File: config.mk
export PLATFORM = sky130hd
export DESIGN_NAME = inst_rom_banked
export DESIGN_NICKNAME = d
export VERILOG_FILES = /design/src/rtl/inst_pkg.sv /design/src/rtl/inst_ram.sv /design/src/rtl/inst_rom_banked.sv
export SDC_FILE = /design/constraint.sdc
export NUM_CORES = 2
export LEC_CHECK = 0
export CAP_MARGIN = 5
export CORE_ASPECT_RATIO = 1.4
export CORE_MARGIN = 2
export CORE_UTILIZATION = 30
export CTS_BUF_LIST = sky130_fd_sc_hd__clkbuf_8 sky130_fd_sc_hd__clkbuf_16
export CTS_CLUSTER_SIZE = 25
export DETAILED_ROUTE_END_ITERATION = 6
export HOLD_SLACK_MARGIN = 0.12
export PLACE_DENSITY = 0.46
export SLEW_MARGIN = 10
export SYNTH_ARGS = -nofsm -noshare
export SYNTH_HDL_FRONTEND = slang
export SYNTH_SLANG_ARGS = --single-unit
File: constraint.sdc
create_clock -name Clk -period 8.34 [get_ports Clk]
set_input_delay 1.668 -clock Clk [delete_from_list [all_inputs] [get_ports Clk]]
set_output_delay 1.668 -clock Clk [all_outputs]
set_load 0.01 [all_outputs]
File: src/rtl/inst_pkg.sv
// Shared definitions for the banked instruction memory: NOP encoding,
// default instruction width and the load FSM state type.
package inst_pkg;

    localparam int INST_W_DEF = 9;

    localparam logic [INST_W_DEF-1:0] NOP = '0;

    typedef enum logic [1:0] {
        IDLE = 2'd0,
        LOAD = 2'd1,
        FILL = 2'd2,
        DONE = 2'd3
    } load_state_t;

endpackage

File: src/rtl/inst_ram.sv
// Single-port synchronous RAM with registered read data. The array itself is
// never reset; only the read-data register is, so the fetch output starts at 0.
module inst_ram #(
    parameter int WIDTH     = 9,
    parameter int WORDS     = 384,
    parameter int ADDR_BITS = 9
) (
    input  logic                 clk,
    input  logic                 rst_n,
    input  logic                 we,
    input  logic                 re,
    input  logic [ADDR_BITS-1:0] addr,
    input  logic [WIDTH-1:0]     wdata,
    output logic [WIDTH-1:0]     rdata
);

    logic [WIDTH-1:0] mem [WORDS];

    always_ff @(posedge clk) begin
        if (we) begin
            mem[addr] <= wdata;
        end
    end

    // Read data holds between reads so the fetch output keeps its last value.
    always_ff @(posedge clk or negedge rst_n) begin
        if (!rst_n) begin
            rdata <= '0;
        end else if (re) begin
            rdata <= mem[addr];
        end
    end

endmodule

File: src/rtl/inst_rom_banked.sv
// Banked, runtime-loadable instruction memory: a load FSM writes program
// images over a valid/ready port while the core fetches through a 1-cycle read.
module inst_rom_banked
    import inst_pkg::*;
#(
    parameter int INST_W   = INST_W_DEF,
    parameter int ADDR_W   = 7,
    parameter int NUM_PROG = 3,
    localparam int SEL_W   = (NUM_PROG > 1) ? $clog2(NUM_PROG) : 1
) (
    input  logic              Clk,
    input  logic              ResetN,
    input  logic              LoadStart,
    input  logic [SEL_W-1:0]  LoadBank,
    input  logic              LoadValid,
    input  logic [INST_W-1:0] LoadData,
    input  logic              LoadLast,
    output logic              LoadReady,
    output logic              LoadDone,
    input  logic [SEL_W-1:0]  ProgSel,
    input  logic              FetchReq,
    input  logic [ADDR_W-1:0] InstAddress,
    output logic              InstValid,
    output logic [INST_W-1:0] InstOut,
    output logic              FetchErr,
    output logic              Busy
);

    localparam int DEPTH = 2 ** ADDR_W;
    localparam int RAM_WORDS = NUM_PROG * DEPTH;
    localparam logic [SEL_W:0] NUM_PROG_W = NUM_PROG[SEL_W:0];
    localparam logic [INST_W-1:0] NOP_W = INST_W'(NOP);

    load_state_t       state_reg, state_next;
    logic [ADDR_W-1:0] wptr_reg, wptr_next;
    logic [SEL_W-1:0]  bank_reg, bank_next;
    logic [NUM_PROG-1:0] bank_valid_reg;
    logic [NUM_PROG-1:0] clr_vec, set_vec;

    logic inst_valid_reg, fetch_err_reg, nop_sel_reg;

    logic load_sel_ok, prog_sel_ok, fetch_hit;
    logic start_ok, beat, served;

    logic                     ram_we, ram_re;
    logic [SEL_W+ADDR_W-1:0]  ram_addr;
    logic [INST_W-1:0]        ram_wdata, ram_rdata;

    assign load_sel_ok = ({1'b0, LoadBank} < NUM_PROG_W);
    assign prog_sel_ok = ({1'b0, ProgSel} < NUM_PROG_W);
    assign fetch_hit   = prog_sel_ok && bank_valid_reg[ProgSel];

    assign start_ok = (state_reg == IDLE) && LoadStart && load_sel_ok;
    assign beat     = (state_reg == LOAD) && LoadValid;
    assign served   = (state_reg == IDLE) && FetchReq;

    // The FSM keeps the single RAM port exclusive: writes only in LOAD/FILL,
    // reads only in IDLE.
    assign ram_we    = beat || (state_reg == FILL);
    assign ram_re    = served && fetch_hit;
    assign ram_wdata = beat ? LoadData : NOP_W;
    assign ram_addr  = ram_we ? {bank_reg, wptr_reg} : {ProgSel, InstAddress};

    inst_ram #(
        .WIDTH    (INST_W),
        .WORDS    (RAM_WORDS),
        .ADDR_BITS(SEL_W + ADDR_W)
    ) u_ram (
        .clk  (Clk),
        .rst_n(ResetN),
        .we   (ram_we),
        .re   (ram_re),
        .addr (ram_addr),
        .wdata(ram_wdata),
        .rdata(ram_rdata)
    );

    always_ff @(posedge Clk or negedge ResetN) begin
        if (!ResetN) begin
            state_reg <= IDLE;
            wptr_reg  <= '0;
            bank_reg  <= '0;
        end else begin
            state_reg <= state_next;
            wptr_reg  <= wptr_next;
            bank_reg  <= bank_next;
        end
    end

    always_comb begin
        state_next = state_reg;
        wptr_next  = wptr_reg;
        bank_next  = bank_reg;
        case (state_reg)
            IDLE: begin
                if (start_ok) begin
                    state_next = LOAD;
                    bank_next  = LoadBank;
                    wptr_next  = '0;
                end
            end
            LOAD: begin
                if (beat) begin
                    if (wptr_reg == '1) begin
                        state_next = DONE;
                        wptr_next  = '0;
                    end else begin
                        wptr_next = wptr_reg + ADDR_W'(1);
                        if (LoadLast) begin
                            state_next = FILL;
                        end
                    end
                end
            end
            FILL: begin
                if (wptr_reg == '1) begin
                    state_next = DONE;
                    wptr_next  = '0;
                end else begin
                    wptr_next = wptr_reg + ADDR_W'(1);
                end
            end
            DONE: begin
                state_next = IDLE;
            end
            default: begin
                state_next = IDLE;
            end
        endcase
    end

    for (genvar gi = 0; gi < NUM_PROG; gi++) begin : g_bank
        assign clr_vec[gi] = start_ok && (LoadBank == SEL_W'(gi));
        assign set_vec[gi] = (state_reg == DONE) && (bank_reg == SEL_W'(gi));
    end

    always_ff @(posedge Clk or negedge ResetN) begin
        if (!ResetN) begin
            bank_valid_reg <= '0;
        end else begin
            bank_valid_reg <= (bank_valid_reg & ~clr_vec) | set_vec;
        end
    end

    // nop_sel_reg only moves on a served fetch so InstOut holds between fetches.
    always_ff @(posedge Clk or negedge ResetN) begin
        if (!ResetN) begin
            inst_valid_reg <= 1'b0;
            fetch_err_reg  <= 1'b0;
            nop_sel_reg    <= 1'b0;
        end else begin
            inst_valid_reg <= served;
            fetch_err_reg  <= served && !fetch_hit;
            if (served) begin
                nop_sel_reg <= !fetch_hit;
            end
        end
    end

    assign InstValid = inst_valid_reg;
    assign FetchErr  = fetch_err_reg;
    assign InstOut   = nop_sel_reg ? NOP_W : ram_rdata;
    assign LoadReady = (state_reg == LOAD);
    assign LoadDone  = (state_reg == DONE);
    assign Busy      = (state_reg != IDLE);

endmodule
# Word-level counts from Yosys, hierarchy flattened
# Memories as Yosys holds them, arrays and structs flattened. A register that Yosys moved wholly into a read port is not among the register bits.
# Index checks and enable logic that the tools add are counted.
[op_classes] add_sub_neg=1 order_cmp=3 eq_ne=12 mux=17 n_bitwise=3 reduce_logical=24
[ops] operator="$mux W9" n=3
[ops] operator="$mux W7" n=3
[ops] operator="$pmux W7 S3" n=1
[ops] operator="$logic_and A1 B1 Y1" n=13
[ops] operator="$mux W2" n=5
[ops] operator="$eq A2 B2 Y1 const B" n=4
[ops] operator="$pmux W2 S4" n=1
[ops] operator="$add A7 B1 Y7 const B" n=1
[ops] operator="$eq A7 B7 Y1 const B" n=1
[ops] operator="$eq A2 B1 Y1 const B" n=3
[ops] operator="$logic_not A2 Y1" n=3
[ops] operator="$lt A2 B2 Y1 const B" n=2
[ops] operator="$ne A2 B1 Y1 const B" n=2
[ops] operator="$reduce_and A4 Y1" n=1
[ops] operator="$and A3 B3 Y3" n=1
[ops] operator="$lt A2 B3 Y1 const B" n=1
[ops] operator="$mux W1" n=3
[ops] operator="$ne A3 B2 Y1 const B" n=1
[ops] operator="$not A3 Y3" n=1
[ops] operator="$or A3 B3 Y3" n=1
[ops] operator="$reduce_and A3 Y1" n=1
[ops] operator="$reduce_bool A3 Y1" n=1
[ops] operator="$bmux W1 S2" n=1
[ops] operator="$logic_not A1 Y1" n=2
[ops] operator="4 further kinds" n=4
[word_totals] reg_bits=17 ramBits=3456 input_bits=26 out_inout_bits=14 wordCells=68 n_memories=1
[memory_table] name="u_ram.mem" depth=384 width=9 read_ports=1 rd_ports_with_merged_regs=1 write_ports=1 line_no="inst_ram.sv:17" text="logic [WIDTH-1:0] mem [WORDS];"

# Depth between registers and ports, before layout
[logic_depth] ltp_word=7 mapped_depth=18 ltp_nobuf=11

# Cells and area by module
# From an unflattened synthesis, not the netlist that was laid out.
[hier_totals] hier_cells=5933 hier_area_um2=134336.3
[modules_own_cells] module="inst_ram" n_inst=1 cells_each=5804 area_each_um2=133216.5 seq_area_each_um2=104004.7
[modules_own_cells] module="inst_rom_banked" n_inst=1 cells_each=129 area_each_um2=1119.8 seq_area_each_um2=425.4

# Worst setup path before layout
# OpenSTA, ideal clock, no wires.
[synth_timing] path_type="input to register" startpoint="input port LoadValid" endpoint="memory u_ram.mem[0][0], data pin" setup_ns=1.210 arrival_time_ns=6.797 required_time_ns=7.130 slack_ns=0.333 cell_stages=2 n_path_buf=1 cell_sequence="clkbuf_1 > and3_1"
[synth_via] elab_chain_cells=2
[synth_rtl] item="start, declared" line_no="inst_rom_banked.sv:15" text="input logic LoadValid,"
[synth_rtl] item="$logic_and A1 B1 Y1" line_no="inst_rom_banked.sv:54" text="assign beat = (state_reg == LOAD) && LoadValid;"
[synth_rtl] item="$mux W9" line_no="inst_rom_banked.sv:61" text="assign ram_wdata = beat ? LoadData : NOP_W;"
[synth_rtl] item="named net ram_wdata[0]" line_no="inst_rom_banked.sv:47" text="logic [INST_W-1:0] ram_wdata, ram_rdata;"
[synth_rtl] item="end, declared" line_no="inst_ram.sv:17"
# The timed path passes the listed nets, and every way through them passes these cells.

# Final worst setup path
[layout_timing] startpoint="input port LoadValid" endpoint="register u_ram.rdata[5] (read register of u_ram.mem)"
[layout_via] elab_chain_cells=3
[layout_rtl] item="$logic_and A1 B1 Y1" line_no="inst_rom_banked.sv:54"
[layout_rtl] item="$logic_or A1 B1 Y1" line_no="inst_rom_banked.sv:59" text="assign ram_we = beat || (state_reg == FILL);"
[layout_rtl] item="$mux W9" line_no="inst_rom_banked.sv:62" text="assign ram_addr = ram_we ? {bank_reg, wptr_reg} : {ProgSel, InstAddress};"
[layout_rtl] item="end, declared" line_no="inst_ram.sv:14" text="output logic [WIDTH-1:0] rdata"
# Every way passes these cells.
# A chain may end at the register's enable or synchronous reset.

==> flow_summary.ini <==
[detailed_routing]
viasPerCell = 5.453
routed-via-count = 85320
wl_um = 544600
drt_first_iter_violations = 10660
ant_nets = 0
drc = 3
firstDrtPassIters = 7
wl_per_cell_um = 34.81

[worst_setup_path]
crit_type = in2reg
setup.worst_path.start_class = primary input
cp.arrival_ps = 8270
end_kind = flip-flop
cp_max_fo = 30
cp_data_required_time_ps = 9170
max_stage_delay_ps = 840
path_cells = clkdlybuf4s50_1, a21o_2, a22oi_4, buf_12, buf_4, buf_4, mux2i_1, o22ai_1, nor4_1, a31oi_1, a21oi_1, and4_1, a31oi_1
slowest_stage = a21oi_1

[sta]
worstMarginPinSlew_ps = 1455
fin_crit_sh_pct = 89.27
rsz0062_at_grt = false
finalSetupViolCount = 0
finalMaxSlewViolations = 0
finalHoldViolCount = 0
period_needed_ps = 7445
skew_ps = 56.38
slew_headroom_pct = 0.4838
hold_ws_ps = 495.4
worst_slack_ps = 895.3
max_freq_mhz = 134.3

[power]
combPwrFrac_pct = 30.9
p_clk_share_pct = 30.2
powerDensity_nw_per_um2 = 325.3
p_leak_nw = 52.55
switchingPower_mw = 18.68
seqPwrFrac_pct = 38.9
peakVddDrop_v = 0.0002233
switching_share_pct = 36.10
power_mw = 51.75
power.internal_mw = 33.07

[clock_tree]
hold_buffers = 0
cts.sinks = 3482
postCtsResizedCells = 0
cts_setup_buffers = 0
clockRootBuffer = clkbuf_16
cts_tree = done
clock_path_buffers = 4
clock_latency_ps = 970
cts_buffers = 342
clk_transition_reported_paths_ps = 70
ctsHtreeMaxLevel = 5

[die]
die_h_um = 803.6
die-width_um = 575.2
core_region_area_um2 = 455000
start_util_pct = 30.12
core.rowCount = 293
io_pins = 40
die-area_um2 = 462200

[global_routing]
grt_pass1_vias = 82760
grt_max_degree = 171
grt.total_usage_pct = 22.96
gr-total-overflow = 0
grt_pass1_wl_um = 731100
antenna_found_initial = 48

[status]
status = complete, but fails checks
violations = design-rule violations, max-capacitance violations

[finish]
num-fill-cells = 43240
nNetsFinal = 9339
drive_above_1_share_pct = 14.55
final_common_cell = edfxtp_1
post-route-util_pct = 34.96
largest_register_ffs = 3456
most-common-layout-cells = edfxtp_1, nand2_1, buf_4, nand3_1, nor2_1
syn_to_final_growth_pct = 16.10

[yosys]
syn_area_um2 = 137000
yosysUniqueCellTypes = 75
synth-edff-count = 3456
ys_seq_area_share_pct = 76.22
syn_area_per_cell_um2 = 15.39
synthFlopType = edfxtp_1
synth_seq_cells = 3482
async_flop_share_pct = 0.7467
netlist_instances = 8905
syn_nets = 8936
yosysWarnings = 0

[placed_design]
finalWeightedCongestion = 0.9222
dp_slack_ps = 84.29
hpwl_um = 354800
port_buffers = 39

[worst_hold_path]
hold_path_class = reg2reg

[job]
maxCapViolCount = 1
-- Yosys cell counts, types with 27 or more instances --
cell type / count / area, um^2
nand2_1: 1816 / 6817
mux2_2: 28 / 315.3
buf_2: 192 / 960.9
nand4_1: 132 / 825.8
nand3_1: 493 / 2467
o22ai_1: 150 / 938.4
buf_4: 76 / 570.6
and3_1: 55 / 344.1
clkbuf_1: 209 / 784.5
a32oi_1: 60 / 525.5
nor2_1: 484 / 1817
buf_1: 58 / 217.7
a22oi_1: 75 / 563.0
o21ai_0: 55 / 275.3
a221oi_1: 27 / 236.5
a21oi_1: 261 / 1306
nor3_1: 34 / 170.2
mux4_2: 210 / 4730
edfxtp_1: 3456 / 103800
mux2i_1: 451 / 4514
nor4_1: 62 / 387.9
a311oi_1: 45 / 394.1
a31oi_1: 147 / 919.6
-- path summary, 6_finish.rpt --
kind,from,end,slack [ps],depth (start not counted)
setup / recovery,LoadValid,u_ram.rdata[5],900,13
hold / removal,bank_valid_reg[1],bank_valid_reg[1],500,2
setup reg to reg,state_reg[0],u_ram.rdata[5],1540,14
hold reg to reg,bank_valid_reg[1],bank_valid_reg[1],500,2
max in group asynchronous,ResetN,u_ram.rdata[2],7070,2
min in group asynchronous,ResetN,InstValid,800,2
-- worst max-delay path, delay by kind of cell --
kind | cells | cell delay, ps
compound gates | 6 | 2970
buf+inv | 4 | 1780
simple gates | 2 | 1350
mux | 1 | 420
-- cells by family (layout without fill, tap and decap cells) --
group / after synthesis / count (layout) / share of synthesized area [%]
and+or+nand+nor: 3166 / 3166 / 9.839
buffers and inverters: 562 / 1224 / 2.005
adders and majority gates: 5 / 5 / 0.04566
AOI/OAI and AO/OA: 999 / 999 / 4.889
other: 0 / 32 / 0
muxes: 691 / 691 / 7.004
DFF: 3482 / 3482 / 76.22
-- metrics by stage --
step	TNS, ps	area (um^2)	std cells
floorplan	0	137000	8905
global placement	-34.76	147900	15010
detailed placement	0	148000	15010
CTS	0	159000	15610
global route	0	159000	15620
finish	0	159100	15650
-- per-layer routing --
layer  share of wire [%]  global-route usage, %  up-vias
met1                  37                  27.34    44960
met3                 7.0                  3.844     1177
met2                  49                  38.58     4126
met5               0.023                      0        -
met4                 7.3                  14.65       16
li1                    -                      -    35040
-- power by group through the flow --
stage                     logic [mW]  clock network [mW]  registers, mW
after floorplan                 8.00                   0           20.6
after global placement          15.8                   0           20.5
after detailed placement        15.8                   0           20.5
after CTS                       15.9                15.8           20.1
after global routing            16.4                16.5           20.1
final                           16.0                15.7           20.1
-- area by class of cell --
| type | count | area [um^2] | share of cell area (%) |
|---|---|---|---|
| multi-input combinational | 4861 | 30380 | 19.10 |
| clock inverter | 253 | 2227 | 1.400 |
| timing repair buffer | 609 | 5589 | 3.514 |
| sequential | 3482 | 104400 | 65.65 |
| antenna | 32 | 80.08 | 0.05034 |
| clock buffer | 350 | 8758 | 5.506 |
| tap | 6047 | 7566 | 4.756 |
| inverter | 12 | 45.04 | 0.02832 |
Note: power is estimated with default switching activity, not from simulation.
